**config.mk**
```make
export PLATFORM = sky130hd
export DESIGN_NAME = axi_completion_builder
export DESIGN_NICKNAME = d
export VERILOG_FILES = /design/src/rtl/apb2axi_pkg.sv /design/src/rtl/axi_completion_builder.sv
export SDC_FILE = /design/constraint.sdc
export NUM_CORES = 1
export LEC_CHECK = 0
export ABC_AREA = 1
export CORE_ASPECT_RATIO = 1.5
export CORE_MARGIN = 3
export CORE_UTILIZATION = 43
export DETAILED_ROUTE_END_ITERATION = 12
export GPL_TIMING_DRIVEN = 0
export PLACE_DENSITY = 0.77
export SLEW_MARGIN = 20
export SYNTH_ARGS = -nofsm -noshare
export SYNTH_HDL_FRONTEND = slang
export SYNTH_SLANG_ARGS = --single-unit
```
**constraint.sdc**
```tcl
create_clock -name aclk -period 1.67 [get_ports aclk]
set_input_delay 0.2505 -clock aclk [delete_from_list [all_inputs] [get_ports aclk]]
set_output_delay 0.2505 -clock aclk [all_outputs]
set_load 0.03 [all_outputs]
```
**src/rtl/apb2axi_pkg.sv**
```systemverilog
// Shared types for the APB-to-AXI bridge completion path.
// Widths, response codes, the completion FIFO entry and the builder FSM states.
package apb2axi_pkg;

  localparam int unsigned AXI_ID_W   = 4;
  localparam int unsigned AXI_DATA_W = 64;
  localparam int unsigned BEAT_IDX_W = 8;

  localparam logic [1:0] RESP_OKAY   = 2'b00;
  localparam logic [1:0] RESP_EXOKAY = 2'b01;
  localparam logic [1:0] RESP_SLVERR = 2'b10;
  localparam logic [1:0] RESP_DECERR = 2'b11;

  typedef struct packed {
    logic                  is_wr;
    logic [AXI_ID_W-1:0]   id;
    logic [1:0]            resp;
    logic [AXI_DATA_W-1:0] data;
    logic                  last;
    logic [BEAT_IDX_W-1:0] beat_idx;
    logic                  burst_err;
  } completion_t;

  typedef enum logic [0:0] {
    IDLE,
    RD_BURST
  } cmpl_state_e;

  typedef enum logic [0:0] {
    PRIO_B,
    PRIO_R
  } prio_e;

endpackage

```
**src/rtl/axi_completion_builder.sv**
```systemverilog
// Arbitrates AXI B and R beats into a single registered completion stream that
// feeds the Completion FIFO; one entry per accepted beat, read bursts kept contiguous.
module axi_completion_builder
  import apb2axi_pkg::*;
(
  input  logic                  aclk,
  input  logic                  aresetn,
  input  logic                  bvalid,
  output logic                  bready,
  input  logic [AXI_ID_W-1:0]   bid,
  input  logic [1:0]            bresp,
  input  logic                  rvalid,
  output logic                  rready,
  input  logic [AXI_ID_W-1:0]   rid,
  input  logic [AXI_DATA_W-1:0] rdata,
  input  logic [1:0]            rresp,
  input  logic                  rlast,
  output logic                  cmpl_valid,
  input  logic                  cmpl_ready,
  output completion_t           cmpl_entry,
  output logic                  rd_burst_act
);

  cmpl_state_e           state_q, state_d;
  prio_e                 prio_q, prio_d;
  logic [BEAT_IDX_W-1:0] beat_cnt_q, beat_cnt_d;
  logic                  err_q, err_d;
  logic                  cmpl_valid_q, cmpl_valid_d;
  completion_t           entry_q, entry_d;

  logic grant_b, grant_r;
  logic acc, b_hs, r_hs;

  // The output register can take a new beat when empty or being popped this cycle.
  assign acc    = !cmpl_valid_q | cmpl_ready;
  assign bready = acc & grant_b;
  assign rready = acc & grant_r;
  assign b_hs   = bvalid & bready;
  assign r_hs   = rvalid & rready;

  // FSM state register
  always_ff @(posedge aclk or negedge aresetn) begin
    if (!aresetn) begin
      state_q <= IDLE;
    end else begin
      state_q <= state_d;
    end
  end

  // FSM next state
  always_comb begin
    state_d = state_q;
    unique case (state_q)
      IDLE:     if (r_hs && !rlast) state_d = RD_BURST;
      RD_BURST: if (r_hs && rlast)  state_d = IDLE;
      default:  state_d = IDLE;
    endcase
  end

  // FSM outputs: grants and burst status
  always_comb begin
    grant_b      = 1'b0;
    grant_r      = 1'b0;
    rd_burst_act = 1'b0;
    unique case (state_q)
      IDLE: begin
        if (bvalid && rvalid) begin
          grant_b = (prio_q == PRIO_B);
          grant_r = (prio_q == PRIO_R);
        end else begin
          grant_b = bvalid;
          grant_r = rvalid;
        end
      end
      RD_BURST: begin
        grant_r      = 1'b1;
        rd_burst_act = 1'b1;
      end
      default: begin
        grant_b = 1'b0;
        grant_r = 1'b0;
      end
    endcase
  end

  // Priority only rotates on contended handshakes; a finished burst hands the next turn to B.
  always_comb begin
    prio_d = prio_q;
    if (state_q == RD_BURST && r_hs && rlast) begin
      prio_d = PRIO_B;
    end else if (state_q == IDLE && bvalid && rvalid && (b_hs || r_hs)) begin
      prio_d = (prio_q == PRIO_B) ? PRIO_R : PRIO_B;
    end
  end

  always_comb begin
    beat_cnt_d = beat_cnt_q;
    err_d      = err_q;
    if (r_hs) begin
      if (rlast) begin
        beat_cnt_d = '0;
        err_d      = 1'b0;
      end else begin
        if (beat_cnt_q != '1) beat_cnt_d = beat_cnt_q + BEAT_IDX_W'(1);
        err_d = err_q | rresp[1];
      end
    end
  end

  // Output stage: load on accept, otherwise hold until popped.
  always_comb begin
    entry_d      = entry_q;
    cmpl_valid_d = cmpl_valid_q & !cmpl_ready;
    if (b_hs) begin
      cmpl_valid_d       = 1'b1;
      entry_d.is_wr      = 1'b1;
      entry_d.id         = bid;
      entry_d.resp       = bresp;
      entry_d.data       = '0;
      entry_d.last       = 1'b1;
      entry_d.beat_idx   = '0;
      entry_d.burst_err  = bresp[1];
    end else if (r_hs) begin
      cmpl_valid_d       = 1'b1;
      entry_d.is_wr      = 1'b0;
      entry_d.id         = rid;
      entry_d.resp       = rresp;
      entry_d.data       = rdata;
      entry_d.last       = rlast;
      entry_d.beat_idx   = beat_cnt_q;
      entry_d.burst_err  = err_q | rresp[1];
    end
  end

  always_ff @(posedge aclk or negedge aresetn) begin
    if (!aresetn) begin
      prio_q       <= PRIO_B;
      beat_cnt_q   <= '0;
      err_q        <= 1'b0;
      cmpl_valid_q <= 1'b0;
      entry_q      <= '0;
    end else begin
      prio_q       <= prio_d;
      beat_cnt_q   <= beat_cnt_d;
      err_q        <= err_d;
      cmpl_valid_q <= cmpl_valid_d;
      entry_q      <= entry_d;
    end
  end

  assign cmpl_valid = cmpl_valid_q;
  assign cmpl_entry = entry_q;

endmodule

```
# Word level (Yosys, flattened, before mapping)

Index checks and enable logic that the tools add are counted.
W data, S select, Z words.

Word-level logic and storage cells: 57
Input port bits: 82
Output and inout port bits: 85
Register bits: 93

Mux-type cells: 18
Bitwise logic cells: 9
Add/subtract/negate cells: 1
Reduce and logical (&&, ||, !) cells: 16
Eq/ne operators: 1

Operators by type and width:

| cell                  | count |
|---|---|
| $mux W81              | 2 |
| $mux W8               | 2 |
| $mux W1               | 12 |
| $add A8 B1 Y8 const B | 1 |
| $logic_and A1 B1 Y1   | 8 |
| $ne A8 B8 Y1 const B  | 1 |
| $reduce_bool A2 Y1    | 3 |
| $and A1 B1 Y1         | 5 |
| $pmux W1 S2           | 2 |
| $logic_not A1 Y1      | 3 |
| $not A1 Y1            | 2 |
| $or A1 B1 Y1          | 2 |
| $reduce_and A2 Y1     | 1 |
| $logic_or A1 B1 Y1    | 1 |

# Longest topological paths before layout

Gate-level depths: netlist of run 1.

Depth in word-level cells: 9
Depth in mapped cells: 8
Depth with buffers taken out: 8

# Worst setup path before layout of run 1

OpenSTA, ideal clock, no wires.

Kind: reg2reg
Start point: reg cmpl_valid_q, in the netlist cmpl_valid
End point: reg entry_q, in the netlist cmpl_entry[74]
Arrival: 1373 ps
Period minus slack after synthesis: 1439 ps
Setup slack: 231 ps
Data required time: 1604 ps
Buffers on the path: 0
Stages on the path, launching flop included: 8
Library setup time: 66 ps
Cell sequence: dfrtp_1 -> nand2_1 -> nand3_2 -> inv_1 -> nand2_1 -> nand2_1 -> nand2_1 -> nand2_1

Word-level cells in the longest chain between the ends: 5
Elaborated cells on any way between the ends: 8
Classes of those cells: 1 x mux; 5 x bitwise; 2 x reduce/logical

RTL lines:

| element                                        | RTL line                      | source |
|---|---|---|
| start, declared                                | axi_completion_builder.sv:28  | `logic cmpl_valid_q, cmpl_valid_d;` |
| start signal, assigned                         | axi_completion_builder.sv:146 | `cmpl_valid_q <= cmpl_valid_d;` |
| $logic_not A1 Y1 *                             | axi_completion_builder.sv:35  | `assign acc = !cmpl_valid_q \| cmpl_ready;` |
| $or A1 B1 Y1 *                                 | axi_completion_builder.sv:35  |  |
| $and A1 B1 Y1 *                                | axi_completion_builder.sv:36  | `assign bready = acc & grant_b;` |
| named net bready                               | axi_completion_builder.sv:9   | `output logic bready,` |
| $and A1 B1 Y1 *                                | axi_completion_builder.sv:38  | `assign b_hs = bvalid & bready;` |
| $mux W81 or $reduce_bool A2 Y1 (tied branches) | n/a                           |  |
| end signal, assigned                           | axi_completion_builder.sv:147 | `entry_q <= entry_d;` |
| end, declared                                  | axi_completion_builder.sv:29  | `completion_t entry_q, entry_d;` |

The timed path passes the listed nets; every way through them passes the cells marked *.
A chain may end at the register's enable or synchronous reset.

# Final worst setup path of run 1

Start point: reg entry_q, in the netlist cmpl_entry[5]
End point: out cmpl_entry[5] (netlist name)

RTL lines:

| element       | RTL line                     | source |
|---|---|---|
| end, declared | axi_completion_builder.sv:20 | `output completion_t cmpl_entry,` |

No word-level cell between the ends.

==> qor.yml, run 1 <==
status:
  outcome: "completed"
placed_design:
  placed_cell_area_um2: 5850
  dpl.hpwl_um: 8640
  port_buffers: 166
  finalWeightedCongestion: 0.819
critical_path:
  critPathRequiredTime_ps: 1420
  setup.worst_path.end_class: "primary output"
  r2r_setup_slack_ps: 150
  slowest_stage: "clkdlybuf4s50_1"
  crit_chain: "clkdlybuf4s50_1"
  slowest_delay_ps: 710
  crit_family: "buffers and inverters"
  start_kind: "flip-flop"
  path_class: "flip-flop to primary output"
  cp_num_buf_inv: 1
  crit_fanout: 2
  crit_arrival_ps: 1390
layout:
  syn_to_final_growth_pct: 53.3
  diodes: 0
  finish.utilization_pct: 68.7
  postLayoutCellArea_um2: 6170
  drive_gt1_share_pct: 7.50
  layout.nets: 734
route:
  vias: 3853
  drc: 0
  vias_per_cell: 5.05
  drt_iter0_drc: 211
  dr.pass1.iters: 4
  drt_wl_total_um: 11800
  drtAntennaViolNets: 0
  avgRoutedWirePerCell_um: 15.5
logic_synthesis:
  yosysUniqueCellTypes: 22
  synth_edf_count: 0
  yosys-top-cells-area: "dfrtp_1 (58%), nand2_1 (19%), nand3_1 (11%), buf_6 (2.2%), nor2_1 (1.8%)"
  async_flop_share_pct: 100
  synth_top_area_share_pct: 57.8
  yosysSeqAreaShare_pct: 57.8
  yosysTopAreaCell: "dfrtp_1"
  ys_seq_elements: 93
  synth-main-ff-cell: "dfrtp_1"
  syn_area_per_cell_um2: 8.53
  mappedNetlistArea_um2: 4030
  synth.most_common_cell: "nand2_1"
  yosysWarnings: 0
  syn_nets: 555
  synth_commonest_cells: "nand2_1 (209), dfrtp_1 (93), nand3_1 (87)"
  syn_inst: 472
global_routing:
  grt_pass1_vias: 3928
  antenna_found_initial: 0
  grt_max_degree: 55
  grt.overflow.total: 0
  track_usage_pct: 22.8
  grt_pass1_wl_um: 19300
sta:
  min_period_ps: 1640
  drv_slew: 0
  clock.fmax_ghz: 0.608
  hold_violations: 0
  worst_pin_slew_ps: 508
  max_slew_margin_pct: 66.1
  fin_crit_sh_pct: 98.4
  finalSetupViolCount: 0
  clock_skew_ps: 2.50
floorplanning:
  die_w_um: 85.0
  fp-row-count: 42
  fp.dieArea_um2: 10600
  core_area_um2: 8990
  fp.dieH_um: 125
  io_pins: 167
  start_util_pct: 44.8
clocking:
  cts.sinks: 93
  clk_pin_slew_ps: 60
  numCtsBuffers: 9
  cts_max_level: 3
  clock-root-buffer: "clkbuf_16"
  clock_path_buffers: 2
  cts_tree: "yes"
  clkLatencyLatePin_ps: 340
run:
  cap_violations: 0
power_and_ir_drop:
  power_density_nw_per_um2: 1980
  p_leak_nw: 3.17
  vdd_drop_max_v: 0.00127
  p_total_mw: 12.2
min_path:
  worstHoldPathType: "primary input to asynchronous set/reset pin"
layer usage:
layer	track usage (%)	part of all wire, %
met1	26.4	38
met4	9.69	3.7
met5	0	0
met2	39.8	52
met3	4.90	5.7
repair_timing:
action / CTS / global route
buffers inserted: 0 / 0
endpoints found under the setup margin: 4 / 13
endpoints found under the hold margin: 39 / 0
pin swaps: 0 / 0
gates resized for setup: 18 / 17
hold buffers: 1 / 0
sequential cells by signal, indices dropped and copies added (netlist names), named ones only:
signal / cells
cmpl_entry: 81
beat_cnt_q: 8
cmpl_valid: 1
err_q: 1
prio_q: 1
metrics by stage:
step	hold WS [ps]	cells	setup TNS (ps)	setup slack, ps
floorplan	-45.1	472	0	231
global placement	463	748	-293370	-3020
detailed placement	191	749	-16610	-717
CTS	394	763	0	0.640
global route	451	763	-4.25	-4.25
finish	394	763	0	26.1
cell type report:
type / count / area (um2)
timing repair buffer: 168 / 1720
inverter: 15 / 58.8
clock buffer: 10 / 229
multi-input combinational: 337 / 1470
buffer: 27 / 196
fill: 715 / 2810
sequential: 93 / 2330
tap: 110 / 138
clock inverter: 3 / 40.0
final timing paths:
path	startpoint	cells past startpoint	to
hold / removal	aresetn	2	cmpl_entry[64]
max in group asynchronous	aresetn	3	cmpl_entry[6]
setup reg to reg	beat_cnt_q[1]	8	beat_cnt_q[2]
min in group aclk	rdata[63]	3	cmpl_entry[73]
hold reg to reg	err_q	2	err_q
setup / recovery	cmpl_entry[5]	1	cmpl_entry[5]
placed cells by master, fill, tap and decap left out, types with 4 or more instances in the layout:
cell type	count
buf_4	9
dfrtp_1	92
dlygate4sd2_1	4
buf_6	9
nand2_1	207
nand3_1	87
nor2_1	18
dlymetal6s2s_1	11
clkdlybuf4s50_1	148
inv_1	12
o21ai_0	10
buf_1	4
buf_2	5
clkbuf_1	4
clkbuf_16	9
power breakdown:
| part | internal, mW | total [mW] | switching [mW] |
|---|---|---|---|
| Clock | 1.13 | 1.95 | 0.819 |
| Combinational | 2.51 | 6.37 | 3.87 |
| Sequential | 3.28 | 3.91 | 0.628 |
kinds of logic (layout without fill, tap and decap cells):
group	after synthesis	after routing	synth area share [%]
compound gates	10	10	1.24
fa+ha+maj	1	1	0.311
xor+xnor	2	2	0.435
simple gates	324	324	33.9
flops	93	93	57.8
buf+inv	42	223	6.28
No activity file was read; power rests on OpenSTA's default activity.
==> run 2: changes to the inputs <==
Settings changed: SKIP_CTS_REPAIR_TIMING set to 1.
==> run 2 against run 1 <==
  * The flow now finishes with violations (negative setup slack)
  * Clock skew about the same
  * Final area is essentially flat
  * Combinational power barely moved
  * Sequential share of layout area decreased by 0.051 points
  * Sequential cell count stayed put
  * Total power barely moved
  * Count of clock-buffer cells in the layout did not move
  * Core utilization up 0.056 points
  * Non-clock buffer count up 1
  * First-iteration DRC count down 1.9%
  * Critical path depth increased by 4
  * Sequential power is essentially flat
  * Critical path type is now primary input to primary output
  * Largest power group unchanged
  * Highest routed layer unchanged
==> qor.yml, run 2 (synthesis gave the netlist of run 1 again) <==
status:
  outcome: "complete, but fails checks"
  violations: "negative setup slack"
clocking:
  cts_tree: "yes"
  numCtsBuffers: 9
  cts_max_level: 3
  clkLatencyLatePin_ps: 340
  clk_pin_slew_ps: 60
  clock-root-buffer: "clkbuf_16"
  clock_path_buffers: 2
  cts.sinks: 93
global_routing:
  grt_pass1_wl_um: 19200
  grt_max_degree: 55
  antenna_found_initial: 0
  track_usage_pct: 22.7
  grt_pass1_vias: 3921
  grt.overflow.total: 0
layout:
  finish.utilization_pct: 68.7
  largest_register_ffs: 81
  layout.nets: 735
  drive_gt1_share_pct: 7.34
  final_cell_mix: "nand2_1 (208), clkdlybuf4s50_1 (149), dfrtp_1 (93)"
  syn_to_final_growth_pct: 53.4
  fin_cells: 764
  fillCellCount: 709
  diodes: 0
  postLayoutCellArea_um2: 6180
  layout_commonest_cell: "nand2_1"
sta:
  hold_violations: 0
  rsz0062_at_grt: "true"
  fin_ws_ps: -22.8
  max_slew_margin_pct: 66.7
  worst_pin_slew_ps: 499
  clock.fmax_ghz: 0.591
  min_period_ps: 1690
  fin_crit_sh_pct: 101
  finalSetupViolCount: 1
  clock_skew_ps: 2.41
  drv_slew: 0
  setup_tns_ps: -22.8
route:
  drtAntennaViolNets: 0
  drt_iter0_drc: 207
  drc: 0
  vias_per_cell: 5.01
  avgRoutedWirePerCell_um: 15.4
  vias: 3826
  drt_wl_total_um: 11800
  dr.pass1.iters: 5
critical_path:
  crit_arrival_ps: 1440
  critPathRequiredTime_ps: 1420
  crit_fanout: 7
  start_kind: "primary input"
  path_class: "primary input to primary output"
  setup.worst_path.end_class: "primary output"
power_and_ir_drop:
  power_density_nw_per_um2: 1980
  p_total_mw: 12.2
  vdd_drop_max_v: 0.00127
  p_leak_nw: 3.20
placed_design:
  port_buffers: 166
  finalWeightedCongestion: 0.819
  placed_cell_area_um2: 5850
  dpl.hpwl_um: 8640
  place_inst: 749
run:
  cap_violations: 0
floorplanning:
  fp.dieH_um: 125
  io_pins: 167
  fp-row-count: 42
  core_area_um2: 8990
  start_util_pct: 44.8
  fp.dieArea_um2: 10600
  die_w_um: 85.0
min_path:
  worstHoldPathType: "primary input to asynchronous set/reset pin"
## run 2: cell count changes in the layout (fill, tap and decap cells not counted), sizes merged
| cell | change |
|---|---|
| buf | -1 |
| clkbuf | +2 |
| clkdlybuf4s50 | +1 |
| dlygate4sd2 | -4 |
| dlymetal6s2s | +3 |
## run 2: path summary, 6_finish.rpt
kind | from | to | slack, ps | cells past startpoint
setup / recovery | rvalid | bready | -20 | 5
hold / removal | aresetn | cmpl_entry[64] | 400 | 2
setup reg to reg | beat_cnt_q[1] | beat_cnt_q[4] | 150 | 8
hold reg to reg | err_q | err_q | 480 | 2
max in group asynchronous | aresetn | beat_cnt_q[5] | 680 | 3
min in group aclk | rdata[63] | cmpl_entry[73] | 440 | 3
## run 2: through the flow
step	hold slack [ps]	worst slack [ps]
after floorplan	-45.1	231
after global placement	463	-3020
after detailed placement	191	-717
after CTS	-176	-724
after global routing	451	-75.9
final	396	-22.8
## run 2: cell type report
| class | count | area, um2 | area share, % |
|---|---|---|---|
| Buffer | 27 | 198 | 3.20 |
| Clock buffer | 10 | 229 | 3.71 |
| Clock inverter | 3 | 40.0 | 0.648 |
| Inverter | 15 | 58.8 | 0.952 |
| Multi-Input combinational cell | 337 | 1450 | 23.5 |
| Sequential cell | 93 | 2330 | 37.7 |
| Tap cell | 110 | 138 | 2.23 |
| Timing Repair Buffer | 169 | 1740 | 28.1 |
## run 2: metal layers
metal	global-route usage, %	routed length [um]
met2	39.4	6100
met5	0	0
met1	26.3	4580
met3	5.03	658
met4	9.88	459
## run 2: where the power goes
part	switching [mW]	internal [mW]
clock network	0.811	1.13
registers	0.619	3.28
logic	3.86	2.53
total	5.29	6.94
## run 2: critical path: stages
cell and delay (ps):
clkdlybuf4s50_1 510, nand2_1 160, nand3_2 180, inv_4 140, clkbuf_4 200
